### config.mk
export PLATFORM = sky130hd
export DESIGN_NAME = uart_tx
export DESIGN_NICKNAME = d
export VERILOG_FILES = /design/src/rtl/uart_pkg.sv /design/src/rtl/uart_tx_fifo.sv /design/src/rtl/uart_tx.sv
export SDC_FILE = /design/constraint.sdc
export NUM_CORES = 1
export LEC_CHECK = 0
export ABC_AREA = 0
export BUFFER_PORTS_ARGS = -buffer_cell sky130_fd_sc_hd__buf_4
export CAP_MARGIN = 20
export CORE_MARGIN = 8
export CORE_UTILIZATION = 30
export CTS_BUF_LIST = sky130_fd_sc_hd__clkbuf_16
export CTS_CLUSTER_SIZE = 16
export DETAILED_ROUTE_END_ITERATION = 10
export SETUP_SLACK_MARGIN = 0.5
export SLEW_MARGIN = 5
export SYNTH_ARGS = -nofsm -noshare
export SYNTH_HDL_FRONTEND = slang
export SYNTH_SLANG_ARGS = --single-unit
### constraint.sdc
create_clock -name clk -period 2.3 [get_ports clk]
set_input_delay 0.345 -clock clk [delete_from_list [all_inputs] [get_ports clk]]
set_output_delay 0.345 -clock clk [all_outputs]
set_load 0.03 [all_outputs]
### src/rtl/uart_pkg.sv
// Shared UART definitions: FSM state encoding, frame geometry and default bit timing.
// Pure constants and types; no latency or flow control of its own.
package uart_pkg;

    typedef enum logic [1:0] {
        IDLE  = 2'd0,
        START = 2'd1,
        DATA  = 2'd2,
        STOP  = 2'd3
    } state_t;

    localparam int DATA_BITS           = 8;
    localparam int DEFAULT_CLK_PER_BIT = 435;
    localparam int DEFAULT_FIFO_DEPTH  = 4;

endpackage

### src/rtl/uart_tx_fifo.sv
// Synchronous FIFO for transmit bytes; read data is the head entry, valid whenever not empty.
// Backpressure: full blocks pushes even when a pop happens on the same edge; pop while empty is ignored.
module uart_tx_fifo #(
    parameter int WIDTH = 8,
    parameter int DEPTH = 4
) (
    input  logic                     clk,
    input  logic                     rst_n,
    input  logic                     push,
    input  logic [WIDTH-1:0]         push_dat,
    input  logic                     pop,
    output logic [WIDTH-1:0]         pop_dat,
    output logic                     full,
    output logic                     empty,
    output logic [$clog2(DEPTH):0]   count
);

    localparam int AW = $clog2(DEPTH);
    localparam int CW = AW + 1;

    logic [WIDTH-1:0] mem_q [DEPTH];
    logic [AW-1:0]    wr_ptr_q, wr_ptr_d;
    logic [AW-1:0]    rd_ptr_q, rd_ptr_d;
    logic [CW-1:0]    count_q,  count_d;
    logic             push_ok;
    logic             pop_ok;

    assign full    = (count_q == CW'(DEPTH));
    assign empty   = (count_q == '0);
    assign count   = count_q;
    assign pop_dat = mem_q[rd_ptr_q];

    // Full is judged on the registered count, so a same-cycle pop never frees a slot for the push.
    always_comb begin
        push_ok  = push && !full;
        pop_ok   = pop && !empty;
        wr_ptr_d = wr_ptr_q + AW'(push_ok);
        rd_ptr_d = rd_ptr_q + AW'(pop_ok);
        count_d  = count_q + CW'(push_ok) - CW'(pop_ok);
    end

    always_ff @(posedge clk or negedge rst_n) begin
        if (!rst_n) begin
            wr_ptr_q <= '0;
            rd_ptr_q <= '0;
            count_q  <= '0;
        end else begin
            wr_ptr_q <= wr_ptr_d;
            rd_ptr_q <= rd_ptr_d;
            count_q  <= count_d;
        end
    end

    always_ff @(posedge clk) begin
        if (push_ok) begin
            mem_q[wr_ptr_q] <= push_dat;
        end
    end

endmodule

### src/rtl/uart_tx.sv
// Buffered 8N1 UART transmitter; tx falls one clock after a byte lands in an idle, empty buffer.
// Backpressure: ready is the buffer's registered not-full flag; frames follow each other with no idle gap.
module uart_tx
    import uart_pkg::*;
#(
    parameter int CLK_PER_BIT = DEFAULT_CLK_PER_BIT,
    parameter int FIFO_DEPTH  = DEFAULT_FIFO_DEPTH
) (
    input  logic       clk,
    input  logic       rst_n,
    input  logic [7:0] data,
    input  logic       valid,
    output logic       ready,
    output logic       tx,
    output logic       busy
);

    localparam int                 CW       = $clog2(CLK_PER_BIT);
    localparam logic [CW-1:0]      CNT_LAST = CW'(CLK_PER_BIT - 1);
    localparam logic [2:0]         BIT_LAST = 3'(DATA_BITS - 1);
    localparam int                 FCW      = $clog2(FIFO_DEPTH) + 1;

    state_t                state_q,   state_d;
    logic [CW-1:0]         cnt_q,     cnt_d;
    logic [2:0]            bit_idx_q, bit_idx_d;
    logic [DATA_BITS-1:0]  shift_q,   shift_d;
    logic                  tx_q,      tx_d;

    logic                  fifo_pop;
    logic [DATA_BITS-1:0]  fifo_dat;
    logic                  fifo_full;
    logic                  fifo_empty;
    logic [FCW-1:0]        fifo_count;
    logic                  bit_end;

    uart_tx_fifo #(
        .WIDTH (DATA_BITS),
        .DEPTH (FIFO_DEPTH)
    ) u_fifo (
        .clk      (clk),
        .rst_n    (rst_n),
        .push     (valid),
        .push_dat (data),
        .pop      (fifo_pop),
        .pop_dat  (fifo_dat),
        .full     (fifo_full),
        .empty    (fifo_empty),
        .count    (fifo_count)
    );

    assign ready = !fifo_full;
    assign tx    = tx_q;
    assign busy  = (state_q != IDLE) || (fifo_count != '0);

    always_comb begin
        state_d   = state_q;
        cnt_d     = cnt_q;
        bit_idx_d = bit_idx_q;
        shift_d   = shift_q;
        tx_d      = tx_q;
        fifo_pop  = 1'b0;
        bit_end   = (cnt_q == CNT_LAST);

        // A new frame is loaded from IDLE at once, or from the final stop-bit cycle to keep frames gapless.
        if (!fifo_empty && ((state_q == IDLE) || ((state_q == STOP) && bit_end))) begin
            fifo_pop  = 1'b1;
            shift_d   = fifo_dat;
            bit_idx_d = '0;
            cnt_d     = '0;
            state_d   = START;
            tx_d      = 1'b0;
        end else begin
            case (state_q)
                IDLE: begin
                    cnt_d = '0;
                    tx_d  = 1'b1;
                end
                START: begin
                    if (bit_end) begin
                        cnt_d   = '0;
                        state_d = DATA;
                        tx_d    = shift_q[0];
                    end else begin
                        cnt_d = cnt_q + CW'(1);
                    end
                end
                DATA: begin
                    if (bit_end) begin
                        cnt_d = '0;
                        if (bit_idx_q == BIT_LAST) begin
                            state_d = STOP;
                            tx_d    = 1'b1;
                        end else begin
                            bit_idx_d = bit_idx_q + 3'd1;
                            tx_d      = shift_q[bit_idx_d];
                        end
                    end else begin
                        cnt_d = cnt_q + CW'(1);
                    end
                end
                STOP: begin
                    tx_d = 1'b1;
                    if (bit_end) begin
                        cnt_d   = '0;
                        state_d = IDLE;
                    end else begin
                        cnt_d = cnt_q + CW'(1);
                    end
                end
                default: begin
                    state_d = IDLE;
                    cnt_d   = '0;
                    tx_d    = 1'b1;
                end
            endcase
        end
    end

    always_ff @(posedge clk or negedge rst_n) begin
        if (!rst_n) begin
            state_q   <= IDLE;
            cnt_q     <= '0;
            bit_idx_q <= '0;
            shift_q   <= '0;
            tx_q      <= 1'b1;
        end else begin
            state_q   <= state_d;
            cnt_q     <= cnt_d;
            bit_idx_q <= bit_idx_d;
            shift_q   <= shift_d;
            tx_q      <= tx_d;
        end
    end

endmodule
---- After elaboration in Yosys (flattened, before gate mapping) ----
Memory sizes are Yosys's and may differ from the RTL's. A register that Yosys moved wholly into a read port is not among the register bits.
Index checks and enable logic that the tools add are counted.
storage, ports and cells
  bits in registers ....................... 22
  bits in writable memories ............... 32
  input bits .............................. 11
  logic and storage cells ................. 70
  memories ................................ 1
memories
  name          depth  bits a word  read ports  clocked after Yosys merged registers in  write ports  RTL line            source
  u_fifo.mem_q  4      8            1           1                                        1            uart_tx_fifo.sv:21  logic [WIDTH-1:0] mem_q [DEPTH];
operators by class
  add/sub/neg operators ................... 6
  magnitude comparators ................... 1
  equality and inequality tests ........... 11
  multiplexer cells ....................... 23
  reductions and logical operators ........ 21
operators with widths
  operator                                                     number
  two-way mux 9 bit                                            2
  case mux 9 bit (2 select lines)                              1
  two-way mux 3 bit                                            4
  two-way mux 2 bit                                            5
  adder 9 x 1 -> 9 bit (second input constant)                 1
  == test 9 bit (second input constant)                        1
  != test 3 bit (second input constant)                        3
  two-way mux 1 bit                                            8
  == test 3 bit (second input constant)                        2
  case mux 2 bit (3 select lines)                              1
  nonzero test 2 bit                                           3
  AND reduction 5 bit                                          1
  adder 2 x 1 -> 2 bit                                         2
  == test 2 bit (second input constant)                        2
  logical AND 1 bit                                            4
  less-than comparator 3 x 4 -> 1 bit (second input constant)  1
  nonzero test 4 bit                                           1
  adder 3 x 1 -> 3 bit                                         1
  adder 3 x 1 -> 3 bit (second input constant)                 1
  binary-select mux 1 bit (select 3 bit)                       1
  zero test 1 bit                                              3
  zero test 3 bit                                              1
  != test 3 x 2 -> 1 bit (second input constant)               1
  case mux 1 bit (3 select lines)                              1
  other kinds (10)                                             11

---- Depth between registers and ports, before layout ----
Gate-level depths: netlist of run 1.
  depth in word-level cells ............... 7
  depth in mapped cells ................... 13

---- Hierarchy ----
Synthesis of run 1 repeated with hierarchy kept, for this count alone.
second synthesis, totals
  cells, all modules ...................... 184
  area total of the unflattened synthesis .. 2,817.7 um^2
modules (own cells, without submodules)
  module        instances  cells each  area an instance (um^2)  sequential area each (um^2)
  uart_tx_fifo  1          73          1,545.2                  1,136.1
  uart_tx       1          111         1,272.5                  576.8

---- Worst setup path after synthesis of run 1 ----
OpenSTA, ideal clock, no wires.
  path kind ............................... reg2reg
  from .................................... register cnt_q[0]
  to ...................................... register u_fifo.count_q[2] (netlist: u_fifo.count[2])
  setup time .............................. 0.124 ns
  data arrival time ....................... 2.378 ns
  data required time ...................... 2.176 ns
  path slack .............................. -0.202 ns
  stages on the path, launching flop included .. 14
  period minus slack after synthesis ...... 2.502 ns
  path through ............................ dfrtp_1 inv_1 ha_1 and4b_1 nand2_2 o21ai_4 buf_6 ha_1 inv_1 ha_1 inv_1 fa_1 xnor2_1 xnor2_1
between the ends
  word-level cells in the longest chain between the ends .. 7
ends and longest elaborated chain
  what                       RTL line            source
  start, declared            uart_tx.sv:24       logic [CW-1:0] cnt_q, cnt_d;
  start signal, assigned     uart_tx.sv:128      cnt_q <= cnt_d;
  == test 9 bit              uart_tx.sv:62       bit_end = (cnt_q == CNT_LAST);
  logical AND 1 bit          uart_tx.sv:65       if (!fifo_empty && ((state_q == IDLE) || ((state_q == STOP) && bit_end))) begin
  logical OR 1 bit           uart_tx.sv:65
  logical AND 1 bit          uart_tx.sv:65
  two-way mux 1 bit          uart_tx.sv:65
  logical AND 1 bit          uart_tx_fifo.sv:36  pop_ok = pop && !empty;
  subtractor 3 x 1 -> 3 bit  uart_tx_fifo.sv:39  count_d = count_q + CW'(push_ok) - CW'(pop_ok);
  via u_fifo.count_d[2]      uart_tx_fifo.sv:24  logic [CW-1:0] count_q, count_d;
  end signal, assigned       uart_tx_fifo.sv:50  count_q <= count_d;
  end, declared              uart_tx_fifo.sv:24
The timed path passes the listed nets, and every way through them passes these cells.
A chain may end at the register's enable or synchronous reset.

---- Final worst setup path of run 1 ----
Same ends and word-level chain as after synthesis.

==> metrics.md, run 1 <==
| Metric | Value |
|---|---|
| RSZ-0062 raised after global routing | `true` |
| Core ar. | `around 9000 sq um` |
| Crit start category | `flop` |
| Slew at the pin closest to its max-slew limit | `roughly 0.55 ns` |
| CTS tree | `built` |
| PortBufs | `13` |
| CP dominant cell by count | `ha_4` |
| Mapped Area | `roughly 2800 sq um` |
| Largest family of logic cells by synthesized area | `multiplexers` |
| Crit-path leading delay family | `adder cells` |
| Yosys reg bits | `slightly above 60` |
| Largest net degree at the start of global routing | `31` |
| First-pass GRT wire length | `about 8.4 mm` |
| Sum Neg Setup Slack | `0 ns` |
| EDFF count, synth | `32` |
| Post-DR wirelength/cell | `14.8 microns` |
| Cells after Synth | `~180` |
| Initial antenna violation count | `0` |
| Synth async-reset ratio | `0.484` |
| Clk slew on worst S/H paths | `0.06 ns` |
| Initial DRC count | `44` |
| # setup viols final | `0` |
| Initial core utilization | `0.305` |
| Die X | `approximately 110 microns` |
| Pwr Total | `4.86 mW` |
| HP Class | `input port to flop` |
| Final Slew Violations | `0` |
| Synth area leader | `edfxtp_1` |
| Commonest cells in the netlist | `edfxtp_1, dfrtp_1, nor2_1, ha_1, mux4_2` |
| Post-synthesis xor/xnor area fraction | `0.0378` |
| DRC viols | `0` |
| Final Skew | `approximately 0.0096 ns` |
| Layout area overhead | `28.9%` |
| Max_cap viols | `0` |
| Post-DP HPWL | `between 3 and 4 mm` |
| Peak VDD IR | `0.000798 V` |
| Die area | `12,600 sq um` |
| Crit path buffers/inverters | `3` |
| Critical path type | `flop to flop` |
| Routability congestion estimate | `0.717` |
| ANT cells | `0` |
| IO Pins | `14` |
| Total gr overflow | `0` |
| Worst-path fanout max | `2` |
| Synth Warn # | `0` |
| Distinct cells, synth | `39` |
| Total track usage | `0.0855` |
| Top FF cell, synth | `edfxtp_1` |
| Post-route ant nets | `0` |
| Nets | `247` |
| Syn nets | `between 200 and 250` |
| Final count of hold timing violations | `0` |
| Share of layout cells above drive strength 1 | `0.391` |
| Normalized max-slew margin | `0.636` |
| Top-area cell type share of the netlist area | `0.346` |
| Final Critical Period | `approximately 2.2 ns` |
| Drt pass-1 iters | `4` |
| Synth top area cells | `edfxtp_1, dfrtp_1, mux4_2` |
| Outcome | `complete, no violations` |
| CTS Root Cell | `clkbuf_16` |
| Leak Pwr | `1.44 nW` |
| Seq/Total Area, Yosys | `0.616` |
| Total CTS buffers | `9` |
| Total clock sinks | `between 60 and 70` |
| Post-synthesis mux area share | `0.133` |
| Row Count | `35` |
| Synth Area in Simple Gates | `0.0882` |
| Slowest stage delay, CP | `roughly 0.37 ns` |
| Required time of the critical path | `2.52 ns` |
| H-tree levels | `3` |
| Clk_lat worst skew | `approximately 0.33 ns` |
| CP Cell Sequence | `inv_1 -> ha_1 -> and4b_1 -> nand2_2 -> o21ai_4 -> ha_4 -> inv_4 -> ha_4 -> inv_2 -> fa_2 -> xnor2_2 -> xnor2_1` |
| Max Clk Rate | `~0.46 GHz` |
| Power Dens Cells | `~1400 nW/um^2` |
| Via density | `roughly 4.6` |
| Complex-gate fraction of the synthesized area | `0.0302` |
| Vias in the first global route | `1,657` |
| Fin crit share | `0.950` |
| Die height | `112 microns` |
| Slowest-stage cell, CP | `dfrtp_1` |
| CP Capture Type | `flop` |
| Count leader, synth | `edfxtp_1` |
| Syn_area_per_cell | `roughly 15 sq um` |
| Worst Path Arrival | `~2.4 ns` |
| Clock Path Buffers | `2` |
| DR vias | `between 1,500 and 2,000` |
| Adder-cell share of the synthesized area | `0.0747` |
| Final wirelength | `approximately 5.0 mm` |
==> layout by cell type, fill, tap and decap left out, drive strengths merged, types with 2 or more instances in the layout <==
cell and count:
and3 2, bufinv 2, clkbuf 9, nor2 21, mux2 8, buf 29
xor2 4, inv 12, clkinv 2, or3 2, dfrtp 29, nor2b 2
nand3b 2, nand3 4, mux4 10, o21ai 2, a21oi 3, nor3 2
edfxtp 32, xnor2 8, mux2i 4, nand2 8, ha 15
==> registers in the layout, summed over array words and instances, names as in the netlist <==
name / cells
u_fifo.rd_ptr_q: 2
u_fifo.count: 3
tx: 1
cnt_q: 9
bit_idx_q: 3
u_fifo.wr_ptr_q: 2
shift_q: 8
state_q: 2
u_fifo.mem_q: 32
==> power breakdown <==
part / total, mW / internal (mW) / switching, mW / leakage (nW)
Sequential: 1.74 / 1.50 / 0.233 / 0.665
Combinational: 1.64 / 0.876 / 0.762 / 0.612
Clock: 1.49 / 0.963 / 0.525 / 0.161
==> worst reg2reg max path, stage by stage, from the launching register on <==
cell,delay [ns]
dfrtp_1,0.37
inv_1,0.06
ha_1,0.14
and4b_1,0.24
nand2_2,0.09
o21ai_4,0.15
ha_4,0.22
inv_4,0.06
ha_4,0.12
inv_2,0.03
fa_2,0.34
xnor2_2,0.14
xnor2_1,0.12
==> final timing paths <==
kind                                      end  cells past startpoint  slack, ns        from
setup / recovery              u_fifo.count[2]                     12       0.11    cnt_q[0]
hold / removal             u_fifo.mem_q[0][5]                      1       0.21     data[5]
setup reg to reg              u_fifo.count[2]                     12       0.11    cnt_q[0]
hold reg to reg                    shift_q[7]                      1       0.51  shift_q[7]
max in group asynchronous                  tx                      2       1.48       rst_n
min in group asynchronous            cnt_q[5]                      2       0.50       rst_n
==> logic make-up after synthesis <==
kind of cell    after synthesis
mux                          22
fa+ha+maj                    16
flops                        62
xor+xnor                     12
simple gates                 47
buf+inv                      12
compound gates               11
==> what timing repair did <==
| item | CTS | global route |
|---|---|---|
| setup buffers | 4 | 4 |
| setup endpoints to repair | 28 | 23 |
| pin swaps | 0 | 4 |
| endpoints found under the hold margin | 29 | 0 |
| hold buffers | 1 | 0 |
| resized for setup | 5 | 10 |
| cloned | 0 | 0 |
==> metal layers <==
layer | part of all wire | vias up | track usage
met5 | 0 | - | 0
met4 | 0.016 | 0 | 0.0450
met3 | 0.028 | 7 | 0.0284
met2 | 0.48 | 20 | 0.135
met1 | 0.47 | 789 | 0.102
li1 | - | 740 | -
==> stage by stage <==
stage,hold WS (ns),cell area (sq um),utilization,worst slack [ns],cells
floorplan,0.0494,2820,-,-0.101,182
global placement,0.306,3090,0.340,0.0885,311
detailed placement,0.310,3090,0.340,0.0472,311
CTS,0.202,3500,0.385,0.106,332
global route,0.204,3580,0.393,-0.00592,336
finish,0.210,3580,0.393,0.115,336
==> final cells by class <==
class	instances	area, sq um
Multi-Input combinational cell	108	1120
Clock inverter	7	104
Clock buffer	9	225
Inverter	9	36.3
Sequential cell	62	1720
Timing Repair Buffer	30	240
Tap cell	111	139
Fill cell	848	5530
Power figures use the tool's default switching activity.
==> run 2, diff against run 1 <==
Settings changed: CORE_UTILIZATION 30 to 50, PLACE_DENSITY from default to 0.7.
==> run 2 against run 1 <==
Effect of this change: sequential power hardly changed; hold slack better by 0.0046 ns; final area is 3.7% lower; first-iteration DRC count is 6.8% lower; non-clock buffer count is 6 lower; clock-buffer cell count stayed put; flip-flop and latch count stayed put; clock power is 3% lower; critical endpoint unchanged; die area is 35% lower; critical path depth stayed put; largest power group unchanged.
==> metrics.md, run 2 (synthesis results as in run 1) <==
| Metric | Value |
|---|---|
| Outcome | `complete, no violations (unchanged)` |
| Seq pwr share | `0.376 (was 0.357)` |
| Combinational fraction of design power | `0.317 (was 0.337)` |
| Final worst slack | `0.0556 ns (was 0.115 ns)` |
| Routability congestion estimate | `0.783 (was 0.717)` |
| Most frequent cells in the layout | `edfxtp_1, dfrtp_1, buf_4, nor2_1, ha_1 (was edfxtp_1, buf_4, dfrtp_1, nor2_1, mux4_2)` |
| Total track usage | `0.127 (was 0.0855)` |
| Clk slew on worst S/H paths | `0.06 ns (about the same)` |
| Row Count | `27 (was 35)` |
| Initial core utilization | `0.511 (was 0.305)` |
| CP Cell Sequence | `inv_1 -> ha_1 -> and4b_1 -> nand2_2 -> o21ai_4 -> ha_4 -> inv_4 -> ha_4 -> inv_2 -> fa_2 -> xnor2_2 -> xnor2_1 (unchanged)` |
| Total gr overflow | `0 (unchanged)` |
| First-pass GRT wire length | `7.98 mm (was 8.36 mm)` |
| Critical path type | `flop to flop (unchanged)` |
| Final Slew Violations | `0 (unchanged)` |
| Slew at the pin closest to its max-slew limit | `0.570 ns (was 0.546 ns)` |
| Largest net degree at the start of global routing | `31 (unchanged)` |
| Hold Path End | `u_fifo.mem_q[3][3] (was u_fifo.mem_q[0][5])` |
| Core ar. | `5440 sq um (was 9110 sq um)` |
| Total CTS buffers | `9 (unchanged)` |
| Required time of the critical path | `2.51 ns (was 2.52 ns)` |
| Final wirelength | `4.64 mm (was 4.98 mm)` |
| ANT cells | `0 (unchanged)` |
| Max Clk Rate | `0.446 GHz (was 0.458 GHz)` |
| Worst r2r src | `cnt_q[0] (unchanged)` |
| Hold_sp | `data[3] (was data[5])` |
| Design area | `3450 sq um (was 3580 sq um)` |
| Die height | `90.6 microns (was 112 microns)` |
| Clock Path Buffers | `2 (unchanged)` |
| Total clock sinks | `62 (unchanged)` |
| Via density | `5.25 (was 4.63)` |
| Pwr Total | `4.68 mW (was 4.86 mW)` |
| Post-route core utilization | `0.634 (was 0.393)` |
| Biggest register | `u_fifo.mem_q (unchanged)` |
| Layout area overhead | `24.1% (was 28.9%)` |
| Worst-path fanout max | `2 (unchanged)` |
| HP Class | `input port to flop (unchanged)` |
| PortBufs | `13 (unchanged)` |
| Clock Power Share | `0.307 (was 0.306)` |
| Slowest stage delay, CP | `0.37 ns (about the same)` |
| Dpl cell area | `3020 sq um (was 3090 sq um)` |
| Crit start category | `flop (unchanged)` |
| DRC viols | `0 (unchanged)` |
| Drt pass-1 iters | `4 (unchanged)` |
| Initial antenna violation count | `0 (unchanged)` |
| CP dominant cell by count | `ha_4 (unchanged)` |
| Slowest-stage cell, CP | `dfrtp_1 (unchanged)` |
| Fin crit share | `0.976 (was 0.950)` |
| Die X | `90.6 microns (was 112 microns)` |
| CTS Root Cell | `clkbuf_16 (unchanged)` |
| R2R depth | `12 (unchanged)` |
| RSZ-0062 raised after global routing | `true (unchanged)` |
| Final Critical Period | `2.24 ns (was 2.19 ns)` |
| Initial DRC count | `41 (was 44)` |
| IO Pins | `14 (unchanged)` |
| # setup viols final | `0 (unchanged)` |
| Peak VDD IR | `0.00126 V (was 0.000798 V)` |
| Internal power | `3.24 mW (was 3.34 mW)` |
| Share of layout cells above drive strength 1 | `0.352 (was 0.391)` |
| Post-DP HPWL | `3.07 mm (was 3.22 mm)` |
| Regs by FF count | `u_fifo.mem_q x32, cnt_q x9, shift_q x8 (unchanged)` |
| Max reg flops | `32 (unchanged)` |
| Final count of hold timing violations | `0 (unchanged)` |
| CP Capture Type | `flop (unchanged)` |
| Nets | `241 (was 247)` |
| Sw Pwr | `1.44 mW (was 1.52 mW)` |
| Fin Hold WS | `0.215 ns (was 0.210 ns)` |
| Commonest non-fill, non-tap cell in the layout | `edfxtp_1 (unchanged)` |
| Reg2Reg Capture Point | `u_fifo.count[2] (unchanged)` |
| Clk_lat worst skew | `0.33 ns (about the same)` |
| Max_cap viols | `0 (unchanged)` |
| Die area | `8200 sq um (was 12,600 sq um)` |
| Leak Pwr | `1.39 nW (was 1.44 nW)` |
| CTS tree | `built (unchanged)` |
| DR vias | `1,527 (was 1,556)` |
| Pre-CTS setup slack | `0.00202 ns (was 0.0472 ns)` |
| Normalized max-slew margin | `0.620 (was 0.636)` |
| Vias in the first global route | `1,693 (was 1,657)` |
| Worst Path Arrival | `2.45 ns (was 2.40 ns)` |
| Post-route ant nets | `0 (unchanged)` |
| H-tree levels | `3 (unchanged)` |
| Final Skew | `0.00590 ns (was 0.00964 ns)` |
| Sw frac | `0.308 (was 0.313)` |
| Reg2reg setup slack | `0.06 ns (was 0.11 ns)` |
| Power Dens Cells | `1360 nW/um^2 (about the same)` |
| Post-DR wirelength/cell | `16.0 microns (was 14.8 microns)` |
| FILL cells | `388 (was 848)` |
| Hold path cells | `1 (unchanged)` |
-- run 2: cell types whose count changed in the layout (fill, tap and decap cells not counted), moves of 2 or more --
| cell | change |
|---|---|
| buf_4 | -6 |
| clkinvlp_4 | +2 |
| ha_1 | +2 |
| inv_6 | -2 |
-- run 2: per-stage QoR --
stage                     setup TNS, ns  std cells
final                                 0        291
after global routing            -0.0231        291
after CTS                             0        290
after detailed placement              0        269
after global placement                0        269
after floorplan                  -0.137        182
-- run 2: what timing repair did --
item / in CTS / in global routing
pin swaps: 3 / 0
hold buffers: 1 / 0
endpoints found under the setup margin: 28 / 15
hold endpoints to repair: 29 / 0
setup buffers: 4 / 1
resized for setup: 4 / 5
-- run 2: area by class of cell --
| cell class | instances | area (sq um) | area share |
|---|---|---|---|
| Clock inverter | 7 | 97.6 | 0.0283 |
| Tap cell | 72 | 90.1 | 0.0261 |
| Sequential cell | 62 | 1720 | 0.497 |
| Multi-Input combinational cell | 108 | 1090 | 0.316 |
| Timing Repair Buffer | 24 | 195 | 0.0566 |
| Inverter | 9 | 36.3 | 0.0105 |
| Clock buffer | 9 | 225 | 0.0653 |
-- run 2: how the worst max path moves through the flow --
stage / slack [ns] / start / to / cells after the start
after detailed placement: 0.002 / cnt_q[0] / u_fifo.count[2] / 12
after global routing: -0.02 / cnt_q[0] / u_fifo.count[2] / 12
after floorplan: -0.10 / cnt_q[0] / u_fifo.count[2] / 13
after CTS: 0.05 / cnt_q[0] / u_fifo.count[2] / 12
after global placement: 0.09 / cnt_q[0] / u_fifo.count[2] / 12
final: 0.06 / cnt_q[0] / u_fifo.count[2] / 12
-- run 2: routing by layer --
metal / track usage / share of wire / vias up
met5: 0 / 0 / -
met4: 0.0818 / 0.029 / 0
li1: - / - / 732
met2: 0.211 / 0.50 / 22
met1: 0.133 / 0.43 / 759
met3: 0.0466 / 0.036 / 14
-- run 2: worst max-delay path, delay by kind of cell (launching register included) --
kind,cells,cell delay (ns)
fa+ha+maj,4,0.82
simple gates,2,0.34
flops,1,0.37
buf+inv,3,0.15
xor+xnor,2,0.28
compound gates,1,0.16
-- run 2: power by group through the flow --
stage / clock network [mW] / logic [mW] / registers (mW)
2_1_floorplan: 0 / 1.15 / 1.68
3_3_place_gp: 0 / 1.34 / 1.76
4_1_cts: 1.47 / 1.48 / 1.76
5_1_grt: 1.52 / 1.64 / 1.80
6_report: 1.44 / 1.48 / 1.76
3_5_place_dp: 0 / 1.41 / 1.78
==> run 3, diff against run 2 <==
Settings changed: ABC_AREA 0 to 1, GPL_TIMING_DRIVEN from default to 0, PLACE_DENSITY 0.7 to 0.67.
Clock period 2.3 ns to 2.7 ns, I/O delays scaled along.
==> run 3 against run 2 <==
Effect of this change: critical path depth grew 3; synthesized area grew 2.2%; clock-buffer cell count is the same; combinational power shrank 78%; core utilization grew 0.84 points; critical path type unchanged; largest cell class unchanged; highest routed layer unchanged.
==> metrics.md, run 3 <==
| Metric | Value |
|---|---|
| Outcome | `complete, no violations (unchanged)` |
| Seq pwr share | `0.463 (was 0.376)` |
| Initial antenna violation count | `0 (unchanged)` |
| Total track usage | `0.137 (was 0.127)` |
| Core ar. | `5510 sq um (was 5440 sq um)` |
| Die X | `91.4 microns (was 90.6 microns)` |
| IO Pins | `14 (unchanged)` |
| # setup viols final | `0 (unchanged)` |
| Most frequent cells in the layout | `nand2_1, edfxtp_1, nor2_1, buf_4, dfrtp_1 (was edfxtp_1, dfrtp_1, buf_4, nor2_1, ha_1)` |
| Sw frac | `0.241 (was 0.308)` |
| Mapped Area | `2840 sq um (was 2780 sq um)` |
| Combinational fraction of design power | `0.126 (was 0.317)` |
| Normalized max-slew margin | `0.689 (was 0.620)` |
| Routability congestion estimate | `0.848 (was 0.783)` |
| Clock Power Share | `0.411 (was 0.307)` |
| Critical path type | `flop to flop (unchanged)` |
| CP Capture Type | `flop (unchanged)` |
| Synth async-reset ratio | `0.484 (unchanged)` |
| Drt pass-1 iters | `4 (unchanged)` |
| Uppermost routed layer | `met4 (unchanged)` |
| Total clock sinks | `62 (unchanged)` |
| Distinct cells, synth | `27 (was 39)` |
| CTS Root Cell | `clkbuf_16 (unchanged)` |
| Fin crit share | `0.803 (was 0.976)` |
| Synth top area cells | `edfxtp_1, dfrtp_1, nand2_1 (was edfxtp_1, dfrtp_1, mux4_2)` |
| Nets | `340 (was 241)` |
| Largest family of logic cells by synthesized area | `simple AND/OR/NAND/NOR gates (was multiplexers)` |
| Required time of the critical path | `2.92 ns (was 2.51 ns)` |
| Vias in the first global route | `2,000 (was 1,693)` |
| Adder-cell share of the synthesized area | `0.0731 (was 0.0747)` |
| Share of layout cells above drive strength 1 | `0.230 (was 0.352)` |
| Hold_buf cts | `0 (was 1)` |
| CP Cell Sequence | `inv_2 -> ha_4 -> nand2_4 -> nor2_4 -> nand3_2 -> nand2_2 -> nand2_4 -> inv_4 -> buf_8 -> ha_4 -> inv_2 -> ha_4 -> inv_2 -> fa_2 -> inv_2 (was inv_1 -> ha_1 -> and4b_1 -> nand2_2 -> o21ai_4 -> ha_4 -> inv_4 -> ha_4 -> inv_2 -> fa_2 -> xnor2_2 -> xnor2_1)` |
| Count leader, synth | `nand2_1 (was edfxtp_1)` |
| Cells after Synth | `268 (was 182)` |
| Layout area overhead | `24.5% (was 24.1%)` |
| Synth area leader | `edfxtp_1 (unchanged)` |
| PortBufs | `13 (unchanged)` |
| Commonest cells in the netlist | `nand2_1, edfxtp_1, nor2_1, dfrtp_1, inv_1 (was edfxtp_1, dfrtp_1, nor2_1, ha_1, mux4_2)` |
| Post-route core utilization | `0.642 (was 0.634)` |
| Post-DP HPWL | `3.42 mm (was 3.07 mm)` |
| EDFF count, synth | `32 (unchanged)` |
| Post-route ant nets | `0 (unchanged)` |
| Crit start category | `flop (unchanged)` |
| H-tree levels | `3 (unchanged)` |
| Final worst slack | `0.531 ns (was 0.0556 ns)` |
| Peak VDD IR | `0.000597 V (was 0.00126 V)` |
| ANT cells | `0 (unchanged)` |
| Synth Warn # | `0 (unchanged)` |
| Total CTS buffers | `9 (unchanged)` |
| Power Dens Cells | `735 nW/um^2 (was 1360 nW/um^2)` |
| First-pass GRT wire length | `8.98 mm (was 7.98 mm)` |
| Seq/Total Area, Yosys | `0.603 (was 0.616)` |
| Via density | `5.01 (was 5.25)` |
| Dpl cell area | `3060 sq um (was 3020 sq um)` |
| Sum Neg Setup Slack | `0 ns (unchanged)` |
| Slowest-stage cell, CP | `fa_2 (was dfrtp_1)` |
| Commonest non-fill, non-tap cell in the layout | `nand2_1 (was edfxtp_1)` |
| DR vias | `1,947 (was 1,527)` |
| Final count of hold timing violations | `0 (unchanged)` |
| Slew at the pin closest to its max-slew limit | `0.463 ns (was 0.570 ns)` |
| Row Count | `27 (unchanged)` |
| Met2 WL | `2.64 mm (was 2.34 mm)` |
| Complex-gate fraction of the synthesized area | `0.0520 (was 0.0302)` |
| Synth Area in Simple Gates | `0.181 (was 0.0882)` |
| CP dominant cell by count | `inv_2 (was ha_4)` |
| Biggest register | `u_fifo.mem_q (unchanged)` |
| Worst-path fanout max | `2 (unchanged)` |
| Pwr Total | `2.60 mW (was 4.68 mW)` |
| Sw Pwr | `627 uW (was 1.44 mW)` |
| Clk slew on worst S/H paths | `0.05 ns (was 0.06 ns)` |
| Total gr overflow | `0 (unchanged)` |
| Syn nets | `295 (was 209)` |
| Max_cap viols | `0 (unchanged)` |
| Clk_lat worst skew | `0.32 ns (was 0.33 ns)` |
| Final Slew Violations | `0 (unchanged)` |
| Top FF cell, synth | `edfxtp_1 (unchanged)` |
| HP Class | `input port to async pin (was input port to flop)` |
| Largest net degree at the start of global routing | `31 (unchanged)` |
| Initial core utilization | `0.516 (was 0.511)` |
| Max Clk Rate | `0.461 GHz (was 0.446 GHz)` |
| CTS tree | `built (unchanged)` |
| RSZ-0062 raised after global routing | `true (unchanged)` |
| Die height | `91.4 microns (was 90.6 microns)` |
| Regs by FF count | `u_fifo.mem_q x32, cnt_q x9, shift_q x8 (unchanged)` |
| Yosys reg bits | `62 (unchanged)` |
| Internal power | `1.97 mW (was 3.24 mW)` |
| Met3 wire length | `166 microns (was 168 microns)` |
| Top-area cell type share of the netlist area | `0.338 (was 0.346)` |
| Post-synthesis mux area share | `0 (was 0.133)` |
| Post-synthesis xor/xnor area fraction | `0.0370 (was 0.0378)` |
| Clock Path Buffers | `2 (unchanged)` |
| Final Skew | `0.00664 ns (was 0.00590 ns)` |
| Pre-CTS setup slack | `0.259 ns (was 0.00202 ns)` |
| Initial DRC count | `101 (was 41)` |
| Die area | `8350 sq um (was 8200 sq um)` |
| Worst Path Arrival | `2.39 ns (was 2.45 ns)` |
| Leak Pwr | `1.56 nW (was 1.39 nW)` |
| Final Critical Period | `2.17 ns (was 2.24 ns)` |
| Slowest stage delay, CP | `0.51 ns (was 0.37 ns)` |
| Final wirelength | `5.30 mm (was 4.64 mm)` |
| Met1 Wirelength | `2.46 mm (was 2.00 mm)` |
| Syn_area_per_cell | `10.6 sq um (was 15.3 sq um)` |
| Max reg flops | `32 (unchanged)` |
| Design area | `3540 sq um (was 3450 sq um)` |
| DRC viols | `0 (unchanged)` |
| Post-DR wirelength/cell | `13.6 microns (was 16.0 microns)` |
## run 3: stage by stage
step	hold slack, ns	std cells
after global routing	0.0263	389
after floorplan	0.109	268
final	0.0000248	389
after detailed placement	0.358	357
after CTS	0.00700	383
after global placement	0.357	353
## run 3: worst paths after layout
| path | end | slack (ns) | startpoint | cells past startpoint |
|---|---|---|---|---|
| setup / recovery | u_fifo.count[1] | 0.53 | cnt_q[0] | 15 |
| hold / removal | cnt_q[2] | 0.00002 | rst_n | 1 |
| setup reg to reg | u_fifo.count[1] | 0.53 | cnt_q[0] | 15 |
| hold reg to reg | shift_q[6] | 0.48 | shift_q[6] | 2 |
| max in group asynchronous | tx | 2.38 | rst_n | 1 |
| min in group clk | u_fifo.mem_q[1][1] | 0.27 | data[1] | 1 |
## run 3: cells by family (layout without fill, tap and decap cells)
logic type	count (synthesis)	count (layout)
AND/OR/NAND/NOR	120	120
XOR/XNOR	12	12
adder cells (fa/ha/maj)	16	16
flip-flops	62	62
buffers and inverters	36	85
AO/OA/AOI/OAI	22	22
## run 3: worst max-delay path, delay by kind of cell, from the launching register on
| family | cells | cell delay, ns |
|---|---|---|
| adder cells (fa/ha/maj) | 4 | 0.94 |
| AND/OR/NAND/NOR | 5 | 0.39 |
| flip-flops | 1 | 0.39 |
| buffers and inverters | 6 | 0.34 |
## run 3: layout make-up
type / count / area [sq um]
Fill cell: 441 / 1970
Sequential cell: 62 / 1720
Multi-Input combinational cell: 170 / 1050
Timing Repair Buffer: 34 / 249
Clock buffer: 9 / 225
Inverter: 28 / 108
Tap cell: 72 / 90.1
Clock inverter: 6 / 55.1
Buffer: 8 / 46.3
## run 3: repair_timing
item                                    CTS  global route
buffers inserted                         11             6
hold endpoints to repair                  0             0
pin swaps                                 6            12
endpoints found under the setup margin    2            10
resized for setup                         7            15
## run 3: power groups by stage
| stage | clock [mW] | combinational (mW) | sequential (mW) |
|---|---|---|---|
| floorplan | 0 | 0.206 | 1.21 |
| CTS | 1.09 | 0.330 | 1.20 |
| detailed placement | 0 | 0.309 | 1.22 |
| global route | 1.13 | 0.378 | 1.22 |
| global placement | 0 | 0.279 | 1.22 |
| finish | 1.07 | 0.327 | 1.20 |
## run 3: per-layer routing
| layer | vias up | global-route usage |
|---|---|---|
| met5 | - | 0 |
| li1 | 981 | - |
| met3 | 7 | 0.0551 |
| met2 | 27 | 0.219 |
| met4 | 0 | 0.0641 |
| met1 | 932 | 0.156 |
